`src/rtl/bw_io_jp_tap_pkg.sv`:
```
// Shared TAP definitions: state encoding, IR opcodes, ID constant, instruction decode.
// Build option: BW_IO_JP_TAP_IDCODE_EN adds the IDCODE register and makes it the reset instruction.
package bw_io_jp_tap_pkg;

  // IEEE 1149.1 recommended state encoding
  typedef enum logic [3:0] {
    TLR    = 4'hF,
    RTI    = 4'hC,
    SEL_DR = 4'h7,
    CAP_DR = 4'h6,
    SH_DR  = 4'h2,
    EX1_DR = 4'h1,
    PAU_DR = 4'h3,
    EX2_DR = 4'h0,
    UPD_DR = 4'h5,
    SEL_IR = 4'h4,
    CAP_IR = 4'hE,
    SH_IR  = 4'hA,
    EX1_IR = 4'h9,
    PAU_IR = 4'hB,
    EX2_IR = 4'h8,
    UPD_IR = 4'hD
  } tapState_e;

  typedef enum logic [2:0] {
    I_EXTEST,
    I_SAMPLE,
    I_IDCODE,
    I_HIGHZ,
    I_CLAMP,
    I_BYPASS
  } instr_e;

  localparam int              IR_W       = 4;
  localparam logic [IR_W-1:0] IR_EXTEST  = 4'h0;
  localparam logic [IR_W-1:0] IR_SAMPLE  = 4'h1;
  localparam logic [IR_W-1:0] IR_IDCODE  = 4'h2;
  localparam logic [IR_W-1:0] IR_HIGHZ   = 4'h3;
  localparam logic [IR_W-1:0] IR_CLAMP   = 4'h4;
  localparam logic [IR_W-1:0] IR_BYPASS  = 4'hF;
  localparam logic [IR_W-1:0] IR_CAPTURE = 4'b0001;
  localparam logic [31:0]     ID_CODE    = 32'h1000_003F;

`ifdef BW_IO_JP_TAP_IDCODE_EN
  localparam logic [IR_W-1:0] IR_RESET = IR_IDCODE;
`else
  localparam logic [IR_W-1:0] IR_RESET = IR_BYPASS;
`endif

  // Unlisted opcodes (and IDCODE when the register is absent) fall back to BYPASS
  function automatic instr_e decodeIr(input logic [IR_W-1:0] ir);
    instr_e res;
    case (ir)
      IR_EXTEST: res = I_EXTEST;
      IR_SAMPLE: res = I_SAMPLE;
`ifdef BW_IO_JP_TAP_IDCODE_EN
      IR_IDCODE: res = I_IDCODE;
`endif
      IR_HIGHZ:  res = I_HIGHZ;
      IR_CLAMP:  res = I_CLAMP;
      default:   res = I_BYPASS;
    endcase
    return res;
  endfunction

endpackage

```
`src/rtl/bw_io_jp_tap_fsm.sv`:
```
// 16-state IEEE 1149.1 TAP controller; advances on every tck rising edge.
module bw_io_jp_tap_fsm
  import bw_io_jp_tap_pkg::*;
(
  input  logic      tck,
  input  logic      trst_l,
  input  logic      tms,
  output tapState_e state
);

  tapState_e r_state;

  always_ff @(posedge tck) begin
    if (!trst_l) begin
      r_state <= TLR;
    end else begin
      case (r_state)
        TLR:     r_state <= tms ? TLR    : RTI;
        RTI:     r_state <= tms ? SEL_DR : RTI;
        SEL_DR:  r_state <= tms ? SEL_IR : CAP_DR;
        CAP_DR:  r_state <= tms ? EX1_DR : SH_DR;
        SH_DR:   r_state <= tms ? EX1_DR : SH_DR;
        EX1_DR:  r_state <= tms ? UPD_DR : PAU_DR;
        PAU_DR:  r_state <= tms ? EX2_DR : PAU_DR;
        EX2_DR:  r_state <= tms ? UPD_DR : SH_DR;
        UPD_DR:  r_state <= tms ? SEL_DR : RTI;
        SEL_IR:  r_state <= tms ? TLR    : CAP_IR;
        CAP_IR:  r_state <= tms ? EX1_IR : SH_IR;
        SH_IR:   r_state <= tms ? EX1_IR : SH_IR;
        EX1_IR:  r_state <= tms ? UPD_IR : PAU_IR;
        PAU_IR:  r_state <= tms ? EX2_IR : PAU_IR;
        EX2_IR:  r_state <= tms ? UPD_IR : SH_IR;
        UPD_IR:  r_state <= tms ? SEL_DR : RTI;
        default: r_state <= TLR;
      endcase
    end
  end

  assign state = r_state;

endmodule

```
`src/rtl/bw_io_jp_tap_bsctl.sv`:
```
// JTAG boundary-scan controller: IR, bypass/IDCODE registers, BSR strobes and pad mode control.
// Build option: BW_IO_JP_TAP_IDCODE_EN includes the 32-bit IDCODE register.
module bw_io_jp_tap_bsctl
  import bw_io_jp_tap_pkg::*;
(
  input  logic tck,
  input  logic trst_l,
  input  logic tms,
  input  logic tdi,
  input  logic bsr_so,
  output logic bsr_si,
  output logic shift_dr,
  output logic clock_dr,
  output logic update_dr,
  output logic mode_ctl,
  output logic bsr_hiz_l,
  output logic tdo,
  output logic tdo_en
);

  tapState_e       w_state;
  logic [IR_W-1:0] r_irShift;
  logic [IR_W-1:0] r_irQ;
  logic [IR_W-1:0] w_irQNext;
  instr_e          w_instr;
  instr_e          w_instrNext;
  logic            w_bsrSel;
  logic            w_drLsb;
  logic            r_bypass;
  logic            r_tdo;
  logic            r_tdoEn;
  logic            r_modeCtl;
  logic            r_bsrHizL;

  bw_io_jp_tap_fsm u_fsm (
    .tck    (tck),
    .trst_l (trst_l),
    .tms    (tms),
    .state  (w_state)
  );

  assign w_instr  = decodeIr(r_irQ);
  assign w_bsrSel = (w_instr == I_EXTEST) || (w_instr == I_SAMPLE);

  // TLR continuously re-asserts the reset instruction; UPD_IR commits the shifted opcode
  always_comb begin
    w_irQNext = r_irQ;
    if (w_state == TLR) begin
      w_irQNext = IR_RESET;
    end else if (w_state == UPD_IR) begin
      w_irQNext = r_irShift;
    end
  end

  assign w_instrNext = decodeIr(w_irQNext);

  always_ff @(posedge tck) begin
    if (!trst_l) begin
      r_irShift <= IR_CAPTURE;
      r_irQ     <= IR_RESET;
      r_modeCtl <= 1'b0;
      r_bsrHizL <= 1'b1;
    end else begin
      if (w_state == CAP_IR) begin
        r_irShift <= IR_CAPTURE;
      end else if (w_state == SH_IR) begin
        r_irShift <= {tdi, r_irShift[IR_W-1:1]};
      end
      r_irQ     <= w_irQNext;
      r_modeCtl <= (w_instrNext == I_EXTEST) || (w_instrNext == I_CLAMP);
      r_bsrHizL <= (w_instrNext != I_HIGHZ);
    end
  end

  always_ff @(posedge tck) begin
    if (!trst_l) begin
      r_bypass <= 1'b0;
    end else if (w_state == CAP_DR) begin
      r_bypass <= 1'b0;
    end else if (w_state == SH_DR) begin
      r_bypass <= tdi;
    end
  end

`ifdef BW_IO_JP_TAP_IDCODE_EN
  logic [31:0] r_idcode;

  always_ff @(posedge tck) begin
    if (!trst_l) begin
      r_idcode <= ID_CODE;
    end else if (w_state == CAP_DR) begin
      r_idcode <= ID_CODE;
    end else if (w_state == SH_DR) begin
      r_idcode <= {tdi, r_idcode[31:1]};
    end
  end

  always_comb begin
    w_drLsb = r_bypass;
    if (w_bsrSel) begin
      w_drLsb = bsr_so;
    end else if (w_instr == I_IDCODE) begin
      w_drLsb = r_idcode[0];
    end
  end
`else
  always_comb begin
    w_drLsb = r_bypass;
    if (w_bsrSel) begin
      w_drLsb = bsr_so;
    end
  end
`endif

  always_ff @(posedge tck) begin
    if (!trst_l) begin
      r_tdo   <= 1'b0;
      r_tdoEn <= 1'b0;
    end else begin
      r_tdoEn <= (w_state == SH_IR) || (w_state == SH_DR);
      if (w_state == SH_IR) begin
        r_tdo <= r_irShift[0];
      end else if (w_state == SH_DR) begin
        r_tdo <= w_drLsb;
      end
    end
  end

  // Strobes are qualified by trst_l so an asserted reset suppresses them within the same cycle
  assign shift_dr  = trst_l & w_bsrSel & (w_state == SH_DR);
  assign clock_dr  = trst_l & w_bsrSel & ((w_state == CAP_DR) || (w_state == SH_DR));
  assign update_dr = trst_l & w_bsrSel & (w_state == UPD_DR);

  assign bsr_si    = tdi;
  assign mode_ctl  = r_modeCtl;
  assign bsr_hiz_l = r_bsrHizL;
  assign tdo       = r_tdo;
  assign tdo_en    = r_tdoEn;

endmodule

```
`config.mk`:
```
export PLATFORM = sky130hd
export DESIGN_NAME = bw_io_jp_tap_bsctl
export DESIGN_NICKNAME = d
export VERILOG_FILES = /design/src/rtl/bw_io_jp_tap_pkg.sv /design/src/rtl/bw_io_jp_tap_fsm.sv /design/src/rtl/bw_io_jp_tap_bsctl.sv
export SDC_FILE = /design/constraint.sdc
export NUM_CORES = 1
export LEC_CHECK = 0
export CORE_MARGIN = 3
export CORE_UTILIZATION = 45
export DETAILED_ROUTE_END_ITERATION = 7
export GPL_TIMING_DRIVEN = 0
export PLACE_DENSITY = 0.72
export SLEW_MARGIN = 5
export SYNTH_ARGS = -nofsm -noshare
export SYNTH_HDL_FRONTEND = slang
export SYNTH_HIERARCHICAL = 1
export SYNTH_SLANG_ARGS = --single-unit
```
`constraint.sdc`:
```
create_clock -name tck -period 1.7 [get_ports tck]
set_input_delay 0.17 -clock tck [delete_from_list [all_inputs] [get_ports tck]]
set_output_delay 0.17 -clock tck [all_outputs]
set_load 0.01 [all_outputs]
```
==> results of run 1 <==
[worst max-delay path: stages (launching register included)]
cell and delay [ns]:
dfxtp_2 0.37, buf_6 0.15, nand3b_1 0.24, nor4b_2 0.25, buf_2 0.17
[cells by family after synthesis]
| group | share of synthesized area |
|---|---|
| flops | 0.4072 |
| simple gates | 0.3413 |
| buf+inv | 0.08233 |
| mux | 0.06437 |
| compound gates | 0.1048 |
[repair_timing]
action                     CTS  global route
resized for setup           14             6
setup endpoints to repair    3             3
pin swaps                    1             2
[worst max path at each step]
stage	endpoint	cells after the start	slack (ns)	start
finish	shift_dr	4	0.07	u_fsm/state[3]
floorplan	shift_dr	3	0.39	r_irQ[1]
CTS	clock_dr	4	-0.02	r_irQ[3]
detailed placement	shift_dr	5	-0.55	trst_l
global placement	shift_dr	5	-0.55	trst_l
global route	shift_dr	4	-0.03	r_irQ[1]
[sequential cells by signal (all words and copies together), names as in the netlist]
register     count
r_irQ            4
r_irShift        4
u_fsm/state      4
bsr_hiz_l        1
mode_ctl         1
r_bypass         1
tdo              1
tdo_en           1
[final cells by class]
| cell class | count | area, um^2 |
|---|---|---|
| clock inverter | 1 | 5.005 |
| buffer | 6 | 57.56 |
| clock buffer | 3 | 22.52 |
| tap | 24 | 30.03 |
| fill | 153 | 605.6 |
| inverter | 2 | 7.507 |
| timing repair buffer | 12 | 103.9 |
| sequential | 17 | 342.8 |
| multi-input combinational | 64 | 454.2 |
[power groups by stage]
stage	Sequential (mW)	Clock, mW	Combinational (mW)
2_1_floorplan	0.451	0	0.154
3_3_place_gp	0.456	0	0.193
5_1_grt	0.457	0.257	0.219
4_1_cts	0.448	0.229	0.199
6_report	0.453	0.216	0.200
3_5_place_dp	0.456	0	0.195
[per-stage QoR]
step	setup TNS [ns]	setup slack [ns]	total power, mW	area [um^2]	instances
floorplan	0	0.3926	0.6055	835.8	90
global placement	-1.648	-0.5535	0.6493	985.9	126
detailed placement	-1.594	-0.5487	0.6511	985.9	126
CTS	-0.01600	-0.01600	0.8766	1021	129
global route	-0.04940	-0.02971	0.9328	1023	129
finish	0	0.06729	0.8690	1023	129
[placed cells by master (no fill, tap or decap)]
master	Yosys	routed
nor2b_1	3	3
nand3_1	1	1
mux2i_1	4	4
nand2_1	9	9
buf_6	4	4
nor2_1	6	6
and2_1	1	1
inv_1	2	2
clkinv_2	0	1
a21oi_1	5	5
o32ai_1	1	1
nor3_4	0	1
dlygate4sd2_1	0	1
dfxtp_2	0	2
nand4b_1	2	2
nor3b_1	4	3
o211ai_1	1	1
and3_4	1	1
nor2b_2	1	1
a31oi_1	3	3
buf_4	1	1
nand3b_1	1	1
nor3_1	4	2
mux2i_2	1	1
dfxtp_1	17	15
buf_2	1	3
clkdlybuf4s50_1	0	8
clkbuf_4	0	3
or3b_1	2	2
o21ai_0	4	4
or2b_1	1	1
and4_1	1	1
a21boi_0	1	1
nor3b_2	1	2
or2_2	3	3
nor3_2	1	2
nand3b_4	1	1
clkbuf_2	0	1
nor4b_2	0	1
[layer usage]
| metal | track usage | vias to the layer above | part of all wire |
|---|---|---|---|
| met5 | 0 | - | 0 |
| met4 | 0.08531 | 0 | 0.0085 |
| met3 | 0.03976 | 2 | 0.035 |
| met2 | 0.2545 | 15 | 0.49 |
| met1 | 0.1862 | 319 | 0.47 |
| li1 | - | 349 | - |
==> metrics.md, run 1 <==
| Metric | Value |
|---|---|
| WHS | `0.3736 ns` |
| Sequential power share | `0.521` |
| Largest net degree at the start of global routing | `14` |
| Final hold vios | `0` |
| Worst Path Max Fanout | `9` |
| CTS tree | `done` |
| Minimum clock period | `1.633 ns` |
| R2R setup slack | `0.29 ns` |
| Final Skew | `0.004093 ns` |
| Pre-antenna DRT Iters | `6` |
| Count leader, synth | `dfxtp_1` |
| Routed wire length | `1.646 mm` |
| Hold Crit Endpoint | `u_fsm/state[3]` |
| Max Cap Viol | `0` |
| Post-synth ARST share | `0` |
| Syn-to-layout area delta | `22.45%` |
| Die span in y | `49.10 um` |
| Clk root buf | `clkbuf_4` |
| Vias per cell | `5.310` |
| Top cell type's share of synthesized area | `0.4072` |
| Reg2Reg Launch Point | `u_fsm/state[0]` |
| Synth Area per Inst | `9.287 um^2` |
| VDD IR-drop max | `0.5882 mV` |
| P per Cell Area | `849.1 nW/um^2` |
| Hold Crit Class | `in -> reg` |
| Sequential area share after synthesis | `0.4072` |
| Die width | `49.10 um` |
| Synth area leaders | `dfxtp_1 (41%), buf_6 (5.4%), mux2i_1 (4.8%), nand2_1 (4.0%), nor3b_1 (3.6%)` |
| CP Capture Type | `output port` |
| Required @ worst endpoint | `1.53 ns` |
| Reg2reg end | `bsr_hiz_l` |
| Critical path class | `reg -> out` |
| Routability cong. | `0.8194` |
| Ant. Diodes | `0` |
| FF-to-FF path depth | `5` |
| CTS HTree Levels | `1` |
| Clk slew on worst S/H paths | `0.10 ns` |
| Commonest cells in the netlist | `dfxtp_1 (17), nand2_1 (9), nor2_1 (6)` |
| Combinational share of power | `0.230` |
| Hold path depth | `2` |
| EDFF count, synth | `0` |
| Worst path arrival time | `1.46 ns` |
| Die area | `2410 um^2` |
| Slew margin rel. | `0.7291` |
| Final Util | `0.6283` |
| RSZ-0062 raised after global routing | `yes` |
| Max Buffers Root-to-Sink | `2` |
| Synthesized flop and latch total | `17` |
| Synth unique cells | `33` |
| Slew Limit Fails | `0` |
| TritonCTS buffer count | `3` |
| Static Leakage | `0.3912 nW` |
| Status | `finished, final reports clean` |
| Clock network power share | `0.248` |
| Worst-Margin Slew | `0.4063 ns` |
| Final setup violation count | `0` |
| Core region area | `1629 um^2` |
| Switching share of total power | `0.2922` |
| Wire per inst | `12.76 um` |
| GRT Resource Usage Total | `0.1565` |
| Final ANT Viol Nets | `0` |
| Post-synthesis cell area | `835.8 um^2` |
| Residual DRC | `0` |
| DRT iter0 DRCs | `8` |
| HP Start | `trst_l` |
| Layout cells sized above 1 | `0.2667` |
| Cell count after synthesis | `90` |
| Pint | `0.6151 mW` |
| Buffer count from post-CTS setup fixing | `0` |
| Detailed placement HPWL | `1.165 mm` |
| Number of global-route vias before repair | `623` |
| Top-Level Pins | `13` |
| Initial Utilization | `0.5131` |
| Row Count | `14` |
| CTS Hold Bufs | `0` |
| Yosys top cell by area | `dfxtp_1` |
| Post-synth top flop | `dfxtp_1` |
| NetSw | `0.2539 mW` |
| Input/output buffers | `12` |
| First-pass GRT wire length | `2.842 mm` |
| Skew-Pair Late Insertion Delay | `0.29 ns` |
| Post-Syn Nets | `95` |
| Nets | `111` |
| Vias | `685` |
| Initial antenna violation count | `0` |
| CTS sink cnt | `17` |
| GR Overflow Total | `0` |
| Worst Setup Start Kind | `flip-flop` |
| Final period util | `0.9604` |
| Fmax | `0.6125 GHz` |
| YS warnings | `6` |
(Power assumes the default switching activity.)
==> run 2, diff against run 1 <==
--- a/config.mk
+++ b/config.mk
@@ -7,6 +7,7 @@
 export LEC_CHECK = 0
 export CORE_MARGIN = 3
 export CORE_UTILIZATION = 45
+export CTS_CLUSTER_DIAMETER = 80
 export DETAILED_ROUTE_END_ITERATION = 7
 export GPL_TIMING_DRIVEN = 0
 export PLACE_DENSITY = 0.72
==> constraint.sdc (replaced) <==
create_clock -name tck -period 1.7 [get_ports tck]
set_input_delay 0.17 -clock tck [delete_from_list [all_inputs] [get_ports tck]]
set_output_delay 0.17 -clock tck [all_outputs]
set_load 0.05 [all_outputs]
==> run 2 against run 1 <==
  * The flow now finishes with violations (setup timing)
  * Total power rose by 1.1%
  * Wire length fell by 4.2%
  * Sequential share of layout area fell by 0.88 points
  * Clock skew rose by 0.0051 ns
  * Worst hold slack improved by 0.0044 ns
  * Final cell count rose by 0.78%
  * Non-clock buffer count rose by 1
  * Global-route usage fell by 1.6 points
  * Die area did not move
==> metrics.md, run 2 (synthesized netlist as in run 1, its figures left out) <==
| Metric | Value |
|---|---|
| Fin worst setup slack | `-0.01314 ns (-0.08043 ns)` |
| NetSw | `0.2644 mW (+4.2%)` |
| Detailed placement HPWL | `1.136 mm (-2.5%)` |
| Hold Crit Class | `in -> reg` |
| Commonest non-fill, non-tap cell in the layout | `dfxtp_1` |
| Ant. Diodes | `0 (unchanged)` |
| CTS HTree Levels | `1 (unchanged)` |
| Die area | `2410 um^2 (unchanged)` |
| Vias per cell | `5.154 (-2.9%)` |
| Syn-to-layout area delta | `25.75%` |
| Die width | `49.10 um (unchanged)` |
| Final std cells w/o fill | `130 (+0.78%)` |
| Routed wire length | `1.577 mm (-4.2%)` |
| Sequential power share | `0.515 (-0.006)` |
| Die span in y | `49.10 um (unchanged)` |
| Clk root buf | `clkbuf_4` |
| Input/output buffers | `12 (unchanged)` |
| Storage element area | `342.8 um^2 (unchanged)` |
| WP buf/inv | `2 (unchanged)` |
| Final hold vios | `0 (unchanged)` |
| Residual DRC | `0 (unchanged)` |
| # placed instances | `126 (unchanged)` |
| Static Leakage | `0.4053 nW (+3.6%)` |
| Largest net degree at the start of global routing | `14 (unchanged)` |
| Worst path slowest cell | `dfxtp_2` |
| Post-Place Setup Slack | `-0.8390 ns (-0.2903 ns)` |
| CP max stage delay | `0.37 ns (about the same)` |
| Vias | `670 (-2.2%)` |
| Violated checks | `setup timing` |
| Final setup violation count | `2 (+2)` |
| Area after DPL | `1002 um^2 (+1.6%)` |
| DRT iter0 DRCs | `13 (+5)` |
| Initial Utilization | `0.5131 (unchanged)` |
| Pre-antenna DRT Iters | `4 (-2)` |
| Minimum clock period | `1.713 ns (+0.08043 ns)` |
| GRT Resource Usage Total | `0.1405 (-0.01606)` |
| Layout cells sized above 1 | `0.2736 (+0.006918)` |
| Worst Path Max Fanout | `9 (unchanged)` |
| Design area | `1051 um^2 (+2.7%)` |
| Status | `complete, but fails checks` |
| Row Count | `14 (unchanged)` |
| Worst Setup Start Kind | `flip-flop` |
| CP Capture Type | `output port` |
| Final Util | `0.6452 (+0.01690)` |
| VDD IR-drop max | `0.5429 mV (-7.7%)` |
| Top delay family on crit path | `simple AND/OR/NAND/NOR gates` |
| Skew-Pair Late Insertion Delay | `0.29 ns (about the same)` |
| Core region area | `1629 um^2 (unchanged)` |
| Pint | `0.6142 mW (-0.15%)` |
| Switching share of total power | `0.3010 (+0.008798)` |
| Most frequent cells in the layout | `dfxtp_1 (15), nand2_1 (9), clkdlybuf4s50_1 (7)` |
| Total power | `0.8787 mW (+1.1%)` |
| CTS sink cnt | `17 (unchanged)` |
| Area of the multi-input gates | `460.4 um^2 (+1.4%)` |
| Final ANT Viol Nets | `0 (unchanged)` |
| Nets | `112 (+0.90%)` |
| Slew margin rel. | `0.6726 (-0.05653)` |
| First-pass GRT wire length | `2.670 mm (-6.1%)` |
| Clk slew on worst S/H paths | `0.10 ns (about the same)` |
| Initial antenna violation count | `0 (unchanged)` |
| Worst-Margin Slew | `0.4896 ns (+0.08326 ns)` |
| Final Skew | `0.009177 ns (+0.005084 ns)` |
| Worst path arrival time | `1.54 ns (+0.08 ns)` |
| Required @ worst endpoint | `1.53 ns (about the same)` |
| Combinational share of power | `0.244 (+0.014)` |
| Clock network power share | `0.241 (-0.007)` |
| CTS Hold Bufs | `0 (unchanged)` |
| Wire per inst | `12.13 um (-4.9%)` |
| Routability cong. | `0.8704 (+6.2%)` |
| Number of global-route vias before repair | `615 (-1.3%)` |
| CTS tree | `done` |
| P per Cell Area | `836.0 nW/um^2 (-1.5%)` |
| RSZ-0062 raised after global routing | `yes` |
| Final period util | `1.008 (+0.04731)` |
| Slew Limit Fails | `0 (unchanged)` |
| Fmax | `0.5837 GHz (-4.7%)` |
| Max Cap Viol | `0 (unchanged)` |
| GR Overflow Total | `0 (unchanged)` |
| Fillers | `142 (-7.2%)` |
| TritonCTS buffer count | `3 (unchanged)` |
| Max Buffers Root-to-Sink | `2 (unchanged)` |
| Top-Level Pins | `13 (unchanged)` |
| Crit path cell chain | `buf_6, nand3b_1, nor4b_2, buf_4` |
| Critical path class | `reg -> out` |
run 2: changes by cell type in the layout (fill, tap and decap cells not counted):
cell             before  now
buf_6                 4    6
buf_4                 1    3
nor3_4                1    2
clkdlybuf4s50_1       8    7
dlygate4sd2_1         1    2
nor3_2                2    1
clkbuf_2              1    0
buf_2                 3    1
run 2: repair_timing:
item                                   CTS  global route
resized for setup                       25             3
buffers inserted                         0             1
pin swaps                                0             1
endpoints found under the hold margin    0             0
setup endpoints to repair                4             2
run 2: path summary, 6_finish.rpt:
kind	start	to	slack [ns]	depth (start not counted)
worst max-delay path	u_fsm/state[3]	shift_dr	-0.01	4
worst min-delay path	trst_l	r_irQ[2]	0.38	2
worst max register to register	u_fsm/state[0]	r_irQ[1]	0.28	5
worst min register to register	r_irShift[2]	r_irShift[2]	0.47	2
run 2: cell type report:
type	count	share of cell area
Buffer	6	0.05476
Clock buffer	3	0.02143
Clock inverter	1	0.004762
Inverter	2	0.007143
Multi-Input combinational cell	64	0.4381
Sequential cell	17	0.3262
Tap cell	24	0.02857
Timing Repair Buffer	13	0.1190
run 2: power by group through the flow:
| stage | sequential (mW) | clock, mW | combinational [mW] |
|---|---|---|---|
| final | 0.453 | 0.212 | 0.214 |
| after global routing | 0.455 | 0.241 | 0.229 |
| after global placement | 0.455 | 0 | 0.210 |
| after floorplan | 0.459 | 0 | 0.161 |
| after CTS | 0.451 | 0.219 | 0.211 |
| after detailed placement | 0.456 | 0 | 0.213 |
run 2: routing by layer:
layer  GRT usage  vias to the layer above  part of all wire
li1            -                      346                 -
met1      0.1747                      312              0.51
met2      0.2254                       12              0.45
met3     0.05810                        0             0.039
met4     0.02844                        0                 0
met5           0                        -                 0
run 2: metrics by stage:
step | hold WS (ns) | TNS (ns)
after detailed placement | 0.4583 | -2.441
after global placement | 0.4502 | -2.488
final | 0.3780 | -0.02013
after global routing | 0.3949 | -0.3570
after floorplan | 0.2319 | -0.1476
after CTS | 0.3751 | -0.02001
